### src/rtl/seg7_pkg.sv
// Shared types and constants for the step-by-2 seven-segment controller.
package seg7_pkg;

   typedef enum logic [1:0] {
      IDLE,
      RUN,
      HOLD
   } ctrl_state_t;

   localparam int NUM_DIGITS = 4;

   // Active-low segment patterns. The bit string reads a..g from left to right,
   // so segment a is the MSB of the vector.
   localparam logic [6:0] SEG_0     = 7'b0000001;
   localparam logic [6:0] SEG_1     = 7'b1001111;
   localparam logic [6:0] SEG_2     = 7'b0010010;
   localparam logic [6:0] SEG_3     = 7'b0000110;
   localparam logic [6:0] SEG_4     = 7'b1001100;
   localparam logic [6:0] SEG_5     = 7'b0100100;
   localparam logic [6:0] SEG_6     = 7'b0100000;
   localparam logic [6:0] SEG_7     = 7'b0001101;
   localparam logic [6:0] SEG_8     = 7'b0000000;
   localparam logic [6:0] SEG_9     = 7'b0000100;
   localparam logic [6:0] SEG_BLANK = 7'b1111111;

endpackage

### src/rtl/seg7_decode.sv
// Combinational BCD digit to active-low seven-segment pattern decoder.
module seg7_decode
   import seg7_pkg::*;
(
   input  logic [3:0] i_num,
   output logic [6:0] o_seg
);

   // Map one digit to its segment pattern; non-BCD codes blank the digit.
   always_comb begin
      // NOTE: assigning a default first keeps every path driven, so no latch is inferred.
      o_seg = SEG_BLANK;
      case (i_num)
         4'd0:    o_seg = SEG_0;
         4'd1:    o_seg = SEG_1;
         4'd2:    o_seg = SEG_2;
         4'd3:    o_seg = SEG_3;
         4'd4:    o_seg = SEG_4;
         4'd5:    o_seg = SEG_5;
         4'd6:    o_seg = SEG_6;
         4'd7:    o_seg = SEG_7;
         4'd8:    o_seg = SEG_8;
         4'd9:    o_seg = SEG_9;
         default: o_seg = SEG_BLANK;
      endcase
   end

endmodule

### src/rtl/seg7_step_ctrl.sv
// Step-by-2 parity BCD counter with run/hold/clear control and a
// four-digit multiplexed common-anode seven-segment display driver.
module seg7_step_ctrl
   import seg7_pkg::*;
#(
   parameter int STEP_DIV = 50_000_000,
   parameter int SCAN_DIV = 50_000
) (
   input  logic       clk,
   input  logic       reset,
   input  logic       eo,
   input  logic       start,
   input  logic       stop,
   input  logic       clear,
   output logic [6:0] led,
   output logic [3:0] an,
   output logic       running
);

   localparam int                STEP_W    = $clog2(STEP_DIV);
   localparam int                SCAN_W    = $clog2(SCAN_DIV + 1);
   localparam logic [STEP_W-1:0] STEP_LAST = STEP_W'(STEP_DIV - 1);
   localparam logic [SCAN_W-1:0] SCAN_LAST = SCAN_W'(SCAN_DIV - 1);

   ctrl_state_t       r_state;
   ctrl_state_t       w_next_state;
   logic [STEP_W-1:0] r_step_cnt;
   logic [SCAN_W-1:0] r_scan_cnt;
   logic [1:0]        r_sel;
   logic [1:0]        w_sel_next;
   logic [3:0]        r_an;
   logic [15:0]       r_count;
   logic [15:0]       w_count_inc;
   logic [15:0]       w_base;
   logic              w_step_tick;
   logic [3:0]        w_digit;

   // Even sequence starts at 0000, odd at 0001.
   assign w_base = {15'd0, eo};

   // Next-state decode: clear beats stop, stop beats start.
   always_comb begin
      w_next_state = r_state;
      w_step_tick  = 1'b0;
      if (clear) begin
         w_next_state = IDLE;
      end else begin
         case (r_state)
            IDLE:    if (start && !stop) w_next_state = RUN;
            RUN: begin
               if (stop) w_next_state = HOLD;
               else      w_step_tick  = (r_step_cnt == STEP_LAST);
            end
            HOLD:    if (start && !stop) w_next_state = RUN;
            default: w_next_state = IDLE;
         endcase
      end
   end

   // State register.
   always_ff @(posedge clk) begin
      // NOTE: sequential state uses non-blocking assignments so all flops update together.
      if (reset) r_state <= IDLE;
      else       r_state <= w_next_state;
   end

   // BCD add-2: ones digit gets +2, then a single carry ripples upward;
   // the carry out of the top digit is dropped, giving mod-10000 wrap.
   always_comb begin
      logic [4:0] sum;
      logic [4:0] add;
      add         = 5'd2;
      sum         = 5'd0;
      w_count_inc = r_count;
      for (int i = 0; i < NUM_DIGITS; i++) begin
         sum = {1'b0, r_count[4*i +: 4]} + add;
         if (sum >= 5'd10) begin
            w_count_inc[4*i +: 4] = 4'(sum - 5'd10);
            add                   = 5'd1;
         end else begin
            w_count_inc[4*i +: 4] = sum[3:0];
            add                   = 5'd0;
         end
      end
   end

   // Step prescaler and count: reload in IDLE, advance in RUN, freeze in HOLD.
   always_ff @(posedge clk) begin
      if (reset || clear || (r_state == IDLE)) begin
         r_step_cnt <= '0;
         r_count    <= w_base;
      end else if ((r_state == RUN) && !stop) begin
         if (w_step_tick) begin
            r_step_cnt <= '0;
            r_count    <= w_count_inc;
         end else begin
            r_step_cnt <= r_step_cnt + STEP_W'(1);
         end
      end
   end

   assign w_sel_next = r_sel + 2'd1;

   // Scan prescaler and digit select; anode enables are registered one-cold.
   always_ff @(posedge clk) begin
      if (reset) begin
         r_scan_cnt <= '0;
         r_sel      <= 2'd0;
         r_an       <= 4'b1110;
      end else if (r_scan_cnt == SCAN_LAST) begin
         r_scan_cnt <= '0;
         r_sel      <= w_sel_next;
         r_an       <= ~(4'b0001 << w_sel_next);
      end else begin
         r_scan_cnt <= r_scan_cnt + SCAN_W'(1);
      end
   end

   // Digit mux feeding the single shared decoder.
   always_comb begin
      w_digit = r_count[3:0];
      case (r_sel)
         2'd0: w_digit = r_count[3:0];
         2'd1: w_digit = r_count[7:4];
         2'd2: w_digit = r_count[11:8];
         2'd3: w_digit = r_count[15:12];
         default: w_digit = r_count[3:0];
      endcase
   end

   seg7_decode u_decode (
      .i_num (w_digit),
      .o_seg (led)
   );

   assign an      = r_an;
   assign running = (r_state == RUN);

endmodule

### config.mk
export PLATFORM = sky130hd
export DESIGN_NAME = seg7_step_ctrl
export DESIGN_NICKNAME = d
export VERILOG_FILES = /design/src/rtl/seg7_pkg.sv /design/src/rtl/seg7_decode.sv /design/src/rtl/seg7_step_ctrl.sv
export SDC_FILE = /design/constraint.sdc
export NUM_CORES = 1
export LEC_CHECK = 0
export CAP_MARGIN = 5
export CORE_MARGIN = 3
export CORE_UTILIZATION = 65
export DETAILED_ROUTE_END_ITERATION = 6
export PLACE_DENSITY_LB_ADDON = 0.12
export SLEW_MARGIN = 40
export SYNTH_ARGS = -nofsm -noshare
export SYNTH_HDL_FRONTEND = slang
export SYNTH_SLANG_ARGS = --single-unit
### constraint.sdc
create_clock -name clk -period 12.1 [get_ports clk]
set_clock_uncertainty 0.15 [all_clocks]
set_input_delay 1.815 -clock clk [delete_from_list [all_inputs] [get_ports clk]]
set_output_delay 1.815 -clock clk [all_outputs]
set_load 0.1 [all_outputs]
Yosys cells after proc, flatten, opt, wreduce, memory -nomap -nowiden
Memories as Yosys holds them, arrays and structs flattened.
Index checks and enable logic that the tools add are counted.
{"block": "word_totals", "ff_bits": 66, "romBits": 112, "out_inout_bits": 12, "n_memories": 1}
{"name": "(no name shown)", "words": 16, "width": 7, "rd": 1, "rd_ports_with_merged_regs": 0, "wr": 0, "line": "seg7_decode.sv:13", "text": "case (i_num)"}
{"block": "classes", "add_sub_neg": 11, "magnitude_cmp": 4, "eq_ne": 9, "shifts": 1, "n_mux": 18, "n_bitwise": 1, "reduce_logical": 15}
{"cell": "adder 26 x 1 -> 26 bit (second input constant)", "count": 1}
{"cell": "== test 26 bit (second input constant)", "count": 1}
{"cell": "2-to-1 mux 26 bit", "count": 1}
{"cell": "greater-or-equal comparator 5 x 4 -> 1 bit (second input constant)", "count": 4}
{"cell": "adder 16 x 1 -> 16 bit (second input constant)", "count": 1}
{"cell": "== test 16 bit (second input constant)", "count": 1}
{"cell": "2-to-1 mux 4 bit", "count": 4}
{"cell": "one-hot mux 4 bit (4 select lines)", "count": 1}
{"cell": "subtractor 4 bit (second input constant)", "count": 4}
{"cell": "adder 4 x 1 -> 5 bit", "count": 3}
{"cell": "2-to-1 mux 1 bit", "count": 9}
{"cell": "== test 2 bit (second input constant)", "count": 3}
{"cell": "AND reduction 2 bit", "count": 3}
{"cell": "OR reduction 2 bit", "count": 3}
{"cell": "adder 4 x 2 -> 5 bit (second input constant)", "count": 1}
{"cell": "== test 2 x 1 -> 1 bit (second input constant)", "count": 2}
{"cell": "zero test 2 bit", "count": 2}
{"cell": "2-to-1 mux 2 bit", "count": 2}
{"cell": "inverter 4 bit", "count": 1}
{"cell": "one-hot mux 2 bit (2 select lines)", "count": 1}
{"cell": "nonzero test 2 bit", "count": 2}
{"cell": "left shift 1 x 2 -> 4 bit (first input constant)", "count": 1}
{"cell": "adder 2 x 1 -> 2 bit (second input constant)", "count": 1}
{"cell": "logical AND 1 bit", "count": 2}
{"cell": "other kinds (4)", "count": 5}

Depth between registers and ports, before layout
Gate-level depths: netlist of run 1.
{"block": "depth", "word_depth": 12, "ltp_mapped": 28, "depth_no_buf": 27}

By module
Synthesis of run 1 repeated with hierarchy kept, for this count alone.
{"block": "hier_totals", "cells_unflattened": 474, "hier_area_um2": 3829.9}
{"module": "seg7_step_ctrl", "n_inst": 1, "cells_each": 447, "area_per_inst_um2": 3633.5, "seq_area_each_um2": 1331.3}
{"module": "seg7_decode", "n_inst": 1, "cells_each": 27, "area_per_inst_um2": 196.4, "seq_area_each_um2": 0.0}

Worst setup path before layout of run 1
Ideal clock, no wire load.
{"block": "synth_timing", "kind": "flip-flop to flip-flop", "from": "reg r_count[1]", "to": "reg r_count[14]", "setup_ns": 0.058, "arrival_time_ns": 5.922, "required_ns": 11.892, "slack_ns": 5.970, "path_stages_with_launch": 28, "n_path_buf": 1, "cell_sequence": "dfxtp_1 -> ha_1 -> or4b_2 -> o22ai_1 -> ha_1 -> ha_1 -> xnor2_1 -> ha_1 -> inv_1 -> nor3_1 -> o32ai_1 -> ha_1 -> ha_1 -> clkbuf_1 -> xnor2_1 -> ha_1 -> a21oi_1 -> o31a_1 -> or2_2 -> ha_1 -> ha_1 -> xor2_1 -> inv_1 -> ha_1 -> o21ai_0 -> a211oi_1 -> a2111oi_0 -> a31o_2"}
{"block": "synth_via", "elab_chain_len": 12}
{"element": "from (decl)", "line": "seg7_step_ctrl.sv:32", "text": "logic [15:0] r_count;"}
{"element": "from (signal assigned)", "line": "seg7_step_ctrl.sv:91", "text": "r_count <= w_base;"}
{"element": "from (signal assigned)", "line": "seg7_step_ctrl.sv:95", "text": "r_count <= w_count_inc;"}
{"element": "adder 4 x 2 -> 5 bit (*)", "line": "seg7_step_ctrl.sv:76", "text": "sum = {1'b0, r_count[4*i +: 4]} + add;"}
{"element": "greater-or-equal comparator 5 x 4 -> 1 bit (*)", "line": "seg7_step_ctrl.sv:77", "text": "if (sum >= 5'd10) begin"}
{"element": "2-to-1 mux 1 bit (*)", "line": "seg7_step_ctrl.sv:77"}
{"element": "adder 4 x 1 -> 5 bit (*)", "line": "seg7_step_ctrl.sv:76"}
{"element": "greater-or-equal comparator 5 x 4 -> 1 bit (*)", "line": "seg7_step_ctrl.sv:77"}
{"element": "2-to-1 mux 1 bit (*)", "line": "seg7_step_ctrl.sv:77"}
{"element": "adder 4 x 1 -> 5 bit (*)", "line": "seg7_step_ctrl.sv:76"}
{"element": "greater-or-equal comparator 5 x 4 -> 1 bit (*)", "line": "seg7_step_ctrl.sv:77"}
{"element": "2-to-1 mux 1 bit (*)", "line": "seg7_step_ctrl.sv:77"}
{"element": "adder 4 x 1 -> 5 bit (*)", "line": "seg7_step_ctrl.sv:76"}
{"element": "subtractor 4 bit / greater-or-equal comparator 5 x 4 -> 1 bit (equally long branches)", "line": "seg7_step_ctrl.sv:78, seg7_step_ctrl.sv:77"}
{"element": "2-to-1 mux 4 bit (*)", "line": "seg7_step_ctrl.sv:77"}
Every way passes the cells marked *; elsewhere a longest branch is shown, timed or not.
A chain may end at the register's enable or synchronous reset.

Worst setup path after layout of run 1
Same ends and word-level chain as after synthesis.

==> run metrics, run 1 <==
Async SR Flop Fraction 0%; synth unique cells 57; core area 5340 sq um; CTS H-tree depth 3; crit share post-route 56.2%; synthesized flop and latch total 66; Worst Path Max Fanout 7; Worst Path Arrival 6.94 ns; design area 4030 sq um; initial antenna violation count 0; cts-stage hold buffer count 0; Pwr Density 101 nW/um^2; Starting Density 69.9%; clk sinks 66; Port Buf Inserts 17; Slew HR 52.5%; Max IR drop VDD 86.8 uV; CTS clock-pin slew for the worst setup and hold paths 0.08 ns; GRT Util Overall 25.2%; final setup TNS 0 ns; delay of the slowest cell on the worst path 0.61 ns; startpoint types flip-flop; max-slew violations 0; Remaining DRCs 0; sequential cell area fraction in the yosys report 35.7%; first-pass GRT wire length 13200 microns; Max stage delay cell, worst path or4b_2; Clock Latency Late Sink 0.35 ns; DP HPWL 5400 microns; Final setup viols 0; routed via count 3235; Routed Antenna Nets 0; Crit path top cell by count ha_1; largest net degree at the start of global routing 23; actual slew at the worst max-slew pin 0.710 ns; status completed; Avg Inst Size Synth 8.18 sq um; Root Buffer clkbuf_8; Post-DP Area 3840 sq um; syn nets 484; Die Width 81.7 microns; Layout Nets 495; # IOs 18; vias in the first global route 3114; highest clock rate 147 MHz; die height 81.7 microns; die area 6680 sq um; RePlAce Congestion 0.922; minimum clock period 6.80 ns; Leakage Power 1.38 nW; Setup Fix Bufs, Post-CTS 0; Syn. warnings 0; Post-Syn Instances 456; WL per Instance 14.4 microns; top_reg_cell synth dfxtp_1; CTS resizes 0; routed vias/inst 5.97; Initial DRT Pass Iterations 5; kind of critical path reg -> reg; Post-Syn Area 3730 sq um; Num CTS Buffers 9; setup repair after global routing missed its margin no; EDFF count, synth 1; # diodes 0; 1st-iter DRT viols 165; area delta synth->final 8.15%; Crit. End Element flip-flop; max cap viols 0; cell row count 26; total grt overflow 0; layout cells sized above 1 8.47%; final wirelength 7810 microns; Max clock buf depth 2; CTS tree built; final hold vios 0; HP Class reg -> reg; data required time of the worst path 12.24 ns
[cell usage after synthesis (2+ instances only)]
cell / number / area, sq um
dfxtp_1: 65 / 1300
nor2_1: 62 / 233
nand2_1: 36 / 135
xnor2_1: 30 / 263
a21oi_1: 27 / 135
inv_1: 23 / 86.3
nand3_1: 23 / 115
ha_1: 22 / 275
o21ai_0: 16 / 80.1
xor2_1: 14 / 123
nor3_1: 12 / 60.1
nand4_1: 11 / 68.8
nor4_1: 11 / 68.8
clkbuf_1: 10 / 37.5
and3_1: 7 / 43.8
nand2b_1: 6 / 37.5
and4_1: 5 / 43.8
buf_2: 5 / 25.0
a211o_1: 4 / 35.0
a222oi_1: 4 / 40.0
a31oi_1: 4 / 25.0
mux2i_1: 4 / 40.0
nor3b_1: 4 / 30.0
or3_1: 4 / 25.0
nor2b_1: 3 / 18.8
o211ai_1: 3 / 22.5
o31ai_1: 3 / 22.5
a211oi_1: 2 / 15.0
a21boi_0: 2 / 15.0
a31o_2: 2 / 17.5
and2_1: 2 / 12.5
buf_6: 2 / 22.5
o21a_1: 2 / 15.0
or2_2: 2 / 12.5
or4_1: 2 / 15.0
[routing by layer]
metal	vias up	GRT usage, %	share of wire [%]
met5	-	0	0
met4	0	9.47	1.1
met3	15	7.35	5.0
met2	91	44.3	51
met1	1497	28.6	43
li1	1632	-	-
[area by class of cell]
cell class	count	area [sq um]
multi-input cells	348	2220
well taps	70	87.6
repair buffers	18	118
fillers	411	1300
inverters	24	90.1
flip-flops and latches	66	1330
clock inverters	7	61.3
clock buffers	9	124
[logic make-up after synthesis]
group / share of synthesized area [%]
AOI/OAI and AO/OA: 13.5
and+or+nand+nor: 26.8
muxes: 1.38
buffers and inverters: 4.90
xor gates and xnor gates: 10.3
adders and majority gates: 7.38
DFF: 35.7
[state kept, by name, indices dropped and copies added, names as in the netlist]
register,flops
r_count,16
an,4
r_sel,2
r_scan_cnt,16
r_step_cnt,26
r_state,2
[through the flow]
step                      power, mW  instances  utilization [%]  setup slack, ns  hold slack, ns
after detailed placement      0.241        526             72.0             5.39           0.296
after CTS                     0.414        542             75.5             5.36           0.314
after global routing          0.424        542             75.6             4.81           0.328
final                         0.408        542             75.6             5.30           0.310
after global placement        0.242        526             73.1             5.75           0.280
after floorplan               0.238        456                -             5.97           0.267
[power breakdown]
group | total, mW | internal [mW] | switching [mW]
Combinational | 0.0164 | 0.00445 | 0.0120
Clock | 0.172 | 0.0777 | 0.0945
Sequential | 0.220 | 0.219 | 0.000830
Total | 0.408 | 0.301 | 0.107
[critical path: cells and delay by family (launching register included)]
family	cells	cell delay (ns)
compound gates	8	1.84
xor+xnor	3	0.52
fa+ha+maj	10	2.58
buf+inv	2	0.20
flops	1	0.44
simple gates	3	0.98
[final timing paths]
check	from	endpoint	slack, ns	depth (start not counted)
worst max-delay path	r_count[1]	r_count[14]	5.30	26
worst min-delay path	r_scan_cnt[0]	r_scan_cnt[0]	0.31	1
worst max register to register	r_count[1]	r_count[14]	5.30	26
worst min register to register	r_scan_cnt[0]	r_scan_cnt[0]	0.31	1
[cells in the final DEF, fill, tap and decap left out, types with 3 or more instances in the layout]
| cell type | Yosys | routed |
|---|---|---|
| and3_1 | 7 | 7 |
| xor2_1 | 14 | 14 |
| nand2_1 | 36 | 36 |
| o31ai_1 | 3 | 3 |
| xnor2_1 | 30 | 30 |
| nand2b_1 | 6 | 6 |
| a222oi_1 | 4 | 4 |
| a211o_1 | 4 | 4 |
| buf_2 | 5 | 12 |
| inv_1 | 23 | 23 |
| nor3_1 | 12 | 12 |
| dfxtp_1 | 65 | 65 |
| nor4_1 | 11 | 11 |
| clkbuf_8 | 0 | 9 |
| mux2i_1 | 4 | 3 |
| a21oi_1 | 27 | 27 |
| and4_1 | 5 | 5 |
| or3_1 | 4 | 4 |
| nor3b_1 | 4 | 4 |
| nand4_1 | 11 | 11 |
| o21ai_0 | 16 | 16 |
| o211ai_1 | 3 | 3 |
| ha_1 | 22 | 22 |
| nor2_1 | 62 | 61 |
| nor2b_1 | 3 | 3 |
| nand3_1 | 23 | 23 |
| clkdlybuf4s50_1 | 0 | 5 |
| a31oi_1 | 4 | 4 |
Power figures use the tool's default switching activity.
==> run 2: changes to the inputs <==
CORE_UTILIZATION = 54   (was 65)
clock period = 6.1 ns   (was 12.1 ns; I/O delays follow)
==> run 2 against run 1 <==
Net effect:
- combinational power increased by 97%
- wire length increased by 0.61%
- final area increased by 5.5%
- global-route usage decreased by 4.1 points
- cell count increased by 2.6%
- core utilization decreased by 10 points
- clock power increased to 2.9 times the previous value
- first-iteration DRC count decreased by 13%
- critical path depth unchanged
- critical endpoint unchanged
==> run metrics, run 2 (same netlist as run 1, synthesis figures left out) <==
status completed; Num CTS Buffers 9 (unchanged); Remaining DRCs 0 (unchanged); Initial DRT Pass Iterations 5 (unchanged); Placed Instances 538 (+2.3%); vias in the first global route 2998 (-3.7%); max-slew violations 0 (unchanged); Layout Nets 502 (+1.4%); routed vias/inst 5.81 (-2.7%); WL per Instance 14.1 microns (-1.9%); clk sinks 66 (unchanged); cell row count 29 (+12%); Die Width 89.1 microns (+9.0%); Final setup viols 0 (unchanged); data required time of the worst path 6.19 ns (-6.05 ns); 1st-iter DRT viols 143 (-13%); Starting Density 57.1% (-13 points); RePlAce Congestion 0.910 (-1.3%); Comb pwr share 3.3% (-0.7 points); Finished Layout Cells 556 (+2.6%); CTS H-tree depth 3 (unchanged); layout cells sized above 1 12.5% (+4.1 points); CTS clock-pin slew for the worst setup and hold paths 0.08 ns (about the same); worst hold slack 0.304 ns (-0.00635 ns); final wirelength 7860 microns (+0.61%); Psw 0.198 mW (+84%); # IOs 18 (unchanged); commonest non-fill, non-tap cell in the layout dfxtp_1; Root Buffer clkbuf_8; Max IR drop VDD 168 uV (+94%); Slew HR 53.5% (+0.99 points); Cell Int Power 0.768 mW (+160%); die area 7940 sq um (+19%); Leakage Power 1.45 nW (+5.5%); dpl ws -0.149 ns (-5.53 ns); minimum clock period 5.84 ns (-0.960 ns); Max clock buf depth 2 (unchanged); first-pass GRT wire length 13300 microns (+0.79%); core area 6530 sq um (+22%); crit share post-route 95.7% (+40 points); total grt overflow 0 (unchanged); HP Class reg -> reg; met3 WL 285 microns (-27%); actual slew at the worst max-slew pin 0.696 ns (-0.0148 ns); Flop pwr share 45.1% (-8.7 points); WL met1 3530 microns (+4.5%); setup repair after global routing missed its margin no; routed via count 3229 (-0.19%); Sw Share 20.5% (-5.8 points); CTS tree built; final hold vios 0 (unchanged); kind of critical path reg -> reg; most frequent cells in the layout dfxtp_1 (63), nor2_1 (61), nand2_1 (36), xnor2_1 (29), a21oi_1 (27); Routed Antenna Nets 0 (unchanged); Worst Path Max Fanout 6 (-1); die height 89.1 microns (+9.0%); area delta synth->final 14.1%; # diodes 0 (unchanged); post-route setup slack 0.263 ns (-5.04 ns); largest net degree at the start of global routing 23 (unchanged); Pwr Density 227 nW/um^2 (+120%); met2 WL 3930 microns (-0.63%); GRT Util Overall 21.1% (-4.1 points); Clock Latency Late Sink 0.34 ns (about the same); initial antenna violation count 0 (unchanged); Filler cells 562 (+37%); max cap viols 0 (unchanged); max FFs per register 26 (unchanged); Largest regs r_step_cnt (26), r_count (16), r_scan_cnt (16); Crit. End Element flip-flop; startpoint types flip-flop; Port Buf Inserts 17 (unchanged); highest routed layer met4; highest clock rate 171 MHz (+16%); DP HPWL 5400 microns (unchanged); Worst Path Arrival 5.92 ns (-1.02 ns); Biggest register r_step_cnt; Clock power frac 51.6% (+9.4 points); total chip power 0.966 mW (+140%)
[run 2: changes by cell type in the layout (fill, tap and decap cells not counted), moves of 3 or more]
cell / previous run / this run
buf_4: 1 / 8
ha_1: 22 / 17
bufinv_16: 0 / 4
ha_2: 0 / 3
[run 2: per-layer routing]
layer	global-route usage (%)	up-vias
met5	0	-
met2	36.2	61
li1	-	1649
met4	7.04	0
met3	5.16	13
met1	25.7	1506
[run 2: final cells by class]
cell class | instances | area [sq um] | share of cell area, %
clock inverter | 6 | 136 | 3.21
sequential | 66 | 1330 | 31.4
clock buffer | 10 | 138 | 3.24
multi-input combinational | 348 | 2290 | 53.8
timing repair buffer | 25 | 170 | 4.00
tap | 77 | 96.3 | 2.27
inverter | 24 | 90.1 | 2.12
[run 2: critical path, cell delays in order, from the launching register on]
cell and delay (ns):
dfxtp_2 0.35, buf_4 0.15, or4b_2 0.70, o22ai_4 0.14, ha_2 0.22, ha_1 0.18
xnor2_1 0.09, ha_1 0.22, inv_2 0.10, a21oi_1 0.09, o32ai_2 0.33, ha_2 0.24
ha_1 0.21, xnor2_2 0.15, ha_4 0.19, a21oi_1 0.05, o31a_1 0.35, or2_2 0.30
ha_1 0.21, ha_1 0.22, xor2_1 0.16, inv_1 0.08, ha_2 0.21, o21ai_0 0.10
a211oi_1 0.24, a2111oi_1 0.09, a31o_2 0.25
[run 2: power groups by stage]
stage	sequential, mW	clock, mW	combinational [mW]
after detailed placement	0.446	0	0.0325
after global routing	0.436	0.529	0.0355
after global placement	0.446	0	0.0339
after CTS	0.435	0.511	0.0326
after floorplan	0.445	0	0.0259
final	0.436	0.498	0.0323
[run 2: path summary, 6_finish.rpt]
check	from	endpoint	slack, ns	cells after the start
min reg2reg	r_scan_cnt[0]	r_scan_cnt[0]	0.30	1
min	r_scan_cnt[0]	r_scan_cnt[0]	0.30	1
max reg2reg	r_count[1]	r_count[14]	0.26	26
max	r_count[1]	r_count[14]	0.26	26
[run 2: repair_timing]
action / in CTS / in global routing
pin swaps: 2 / 4
setup buffers: 1 / 1
gates resized for setup: 3 / 13
endpoints found under the setup margin: 1 / 3
hold buffers: 0 / 0
[run 2: metrics by stage]
step	utilization, %	setup TNS, ns	area, sq um
floorplan	-	0	3740
global placement	60.6	0	3960
detailed placement	59.6	-0.149	3890
CTS	64.1	0	4190
global route	65.1	0	4250
finish	65.1	0	4250
==> run 3: changes to the inputs <==
CORE_ASPECT_RATIO = 0.75   (was default)
==> run 3 against run 2 <==
Net effect:
- hold slack improved by 0.00088 ns
- sequential share of layout area rose by 0.30 points
- die area rose by 0.13%
- register-to-register slack gained 0.04 ns
- fmax is 0.74% higher
- final area down 1.0%
- setup slack gained 0.043 ns
- non-clock buffer count down 2
- count of clock-buffer cells in the layout did not move
- total power down 5.2%
- clock power fell by 10%
- critical path depth is the same
- critical path type unchanged
- critical endpoint unchanged
- largest cell class unchanged
==> run metrics, run 3 (same netlist as run 1, synthesis figures left out) <==
WL per Instance 13.7 microns (-2.8%); Max clock buf depth 2 (unchanged); 1st-iter DRT viols 159 (+11%); total chip power 0.916 mW (-5.2%); end of the worst hold path r_scan_cnt[0]; post-layout util 64.7% (-0.42 points); max cap viols 0 (unchanged); Comb pwr share 3.5% (+0.2 points); Starting Density 57.3% (+0.22 points); reg-to-reg setup timing slack 0.31 ns (+0.04 ns); delay of the slowest cell on the worst path 0.60 ns (-0.10 ns); Max stage delay cell, worst path or4b_2; vias in the first global route 2852 (-4.9%); HP Class reg -> reg; core area 6510 sq um (-0.38%); die area 7950 sq um (+0.13%); Cell Int Power 0.716 mW (-6.8%); Final setup viols 0 (unchanged); final wirelength 7660 microns (-2.4%); data required time of the worst path 6.19 ns (about the same); crit share post-route 95.0% (-0.70 points); Num CTS Buffers 9 (unchanged); Remaining DRCs 0 (unchanged); die height 78.0 microns (-12%); layout cells sized above 1 12.4% (-0.16 points); max-slew violations 0 (unchanged); Crit path top cell by count ha_2; CTS tree built; clk sinks 66 (unchanged); Psw 0.200 mW (+1.2%); GRT Util Overall 20.3% (-0.76 points); Largest regs r_step_cnt (26), r_count (16), r_scan_cnt (16); Max IR drop VDD 121 uV (-28%); Initial DRT Pass Iterations 4 (-1); Clock Latency Late Sink 0.34 ns (about the same); max FFs per register 26 (unchanged); Port Buf Inserts 17 (unchanged); # diodes 0 (unchanged); Reg-to-Reg End r_count[14]; kind of critical path reg -> reg; buffers plus inverters on the worst setup path 2 (-1); Hold Path Origin r_scan_cnt[0]; CTS H-tree depth 3 (unchanged); Routed Antenna Nets 0 (unchanged); Die Width 102 microns (+14%); worst hold slack 0.304 ns (+0.000880 ns); most frequent cells in the layout dfxtp_1 (64), nor2_1 (61), nand2_1 (36), xnor2_1 (29), a21oi_1 (27); Slew HR 51.3% (-2.2 points); Pwr Density 218 nW/um^2 (-4.2%); startpoint types flip-flop; minimum clock period 5.79 ns (-0.0430 ns); total grt overflow 0 (unchanged); Sw Share 21.9% (+1.4 points); routed vias/inst 5.68 (-2.1%); largest net degree at the start of global routing 23 (unchanged); delay-heaviest family, CP adder cells; Hold Crit Depth 1 (unchanged); gr busiest metal met2; Leakage Power 1.42 nW (-2.3%); worst r2r src r_count[2]; worst r2r path cells 26 (unchanged); routed via count 3171 (-1.8%); met2 GRT Util 30.7% (-5.6 points); initial antenna violation count 0 (unchanged); DP HPWL 5290 microns (-2.1%); final hold vios 0 (unchanged); Biggest register r_step_cnt; area delta synth->final 12.9%; commonest non-fill, non-tap cell in the layout dfxtp_1; cell row count 25 (-14%); Clock power frac 48.9% (-2.7 points); Crit. End Element flip-flop; CTS clock-pin slew for the worst setup and hold paths 0.07 ns (about the same); Flop pwr share 47.6% (+2.5 points); first-pass GRT wire length 13100 microns (-1.4%); Root Buffer clkbuf_8; highest clock rate 173 MHz (+0.74%); RePlAce Congestion 0.881 (-3.2%); final setup TNS 0 ns (unchanged); actual slew at the worst max-slew pin 0.728 ns (+0.0328 ns); Layout Nets 500 (-0.40%); Worst Path Arrival 5.89 ns (-0.03 ns); # IOs 18 (unchanged); met3 usage 5.93% (+0.77 points); Worst Path Max Fanout 6 (unchanged); status completed; met1 usage 28.9% (+3.2 points)
==> run 3: changes by cell type in the layout (fill, tap and decap cells not counted), sizes merged <==
cell	delta
inv	-1
clkinv	+2
bufinv	-1
buf	-2
==> run 3: area by class of cell <==
cell class | instances | area, sq um
clock buffers | 10 | 128
clock inverters | 6 | 115
fillers | 540 | 2300
inverters | 24 | 90.1
multi-input cells | 348 | 2290
flip-flops and latches | 66 | 1330
well taps | 81 | 101
repair buffers | 23 | 155
==> run 3: worst max path at each step <==
stage,start,to,slack (ns),cells after the start
2_1_floorplan,r_count[1],r_count[14],0.08,27
3_3_place_gp,r_count[2],r_count[14],0.11,26
3_5_place_dp,r_count[2],r_count[14],-0.09,26
4_1_cts,r_count[2],r_count[14],0.005,26
5_1_grt,r_count[2],r_count[14],-0.05,26
6_report,r_count[2],r_count[14],0.31,26
==> run 3: stage by stage <==
step | cells | instance area (sq um) | worst slack [ns]
3_3_place_gp | 541 | 3950 | 0.115
6_report | 558 | 4210 | 0.306
3_5_place_dp | 541 | 3890 | -0.0900
2_1_floorplan | 456 | 3740 | 0.0779
4_1_cts | 557 | 4150 | 0.00479
5_1_grt | 558 | 4210 | -0.0498
==> run 3: routing by layer <==
| layer | vias to the layer above | wire, microns |
|---|---|---|
| li1 | 1647 | - |
| met1 | 1469 | 3900 |
| met2 | 46 | 3410 |
| met3 | 9 | 283 |
| met4 | 0 | 70 |
| met5 | - | 0 |
==> run 3: timing repair <==
action / CTS / global route
gates resized for setup: 3 / 13
pin swaps: 1 / 5
buffers inserted: 0 / 1
gates cloned: 0 / 0
hold buffers: 0 / 0
endpoints found under the setup margin: 1 / 3
==> run 3: power by group through the flow <==
stage          Clock, mW  Combinational, mW  Sequential (mW)
5_1_grt            0.479             0.0350            0.436
4_1_cts            0.459             0.0327            0.435
6_report           0.448             0.0324            0.436
3_5_place_dp           0             0.0326            0.446
3_3_place_gp           0             0.0340            0.446
2_1_floorplan          0             0.0259            0.445
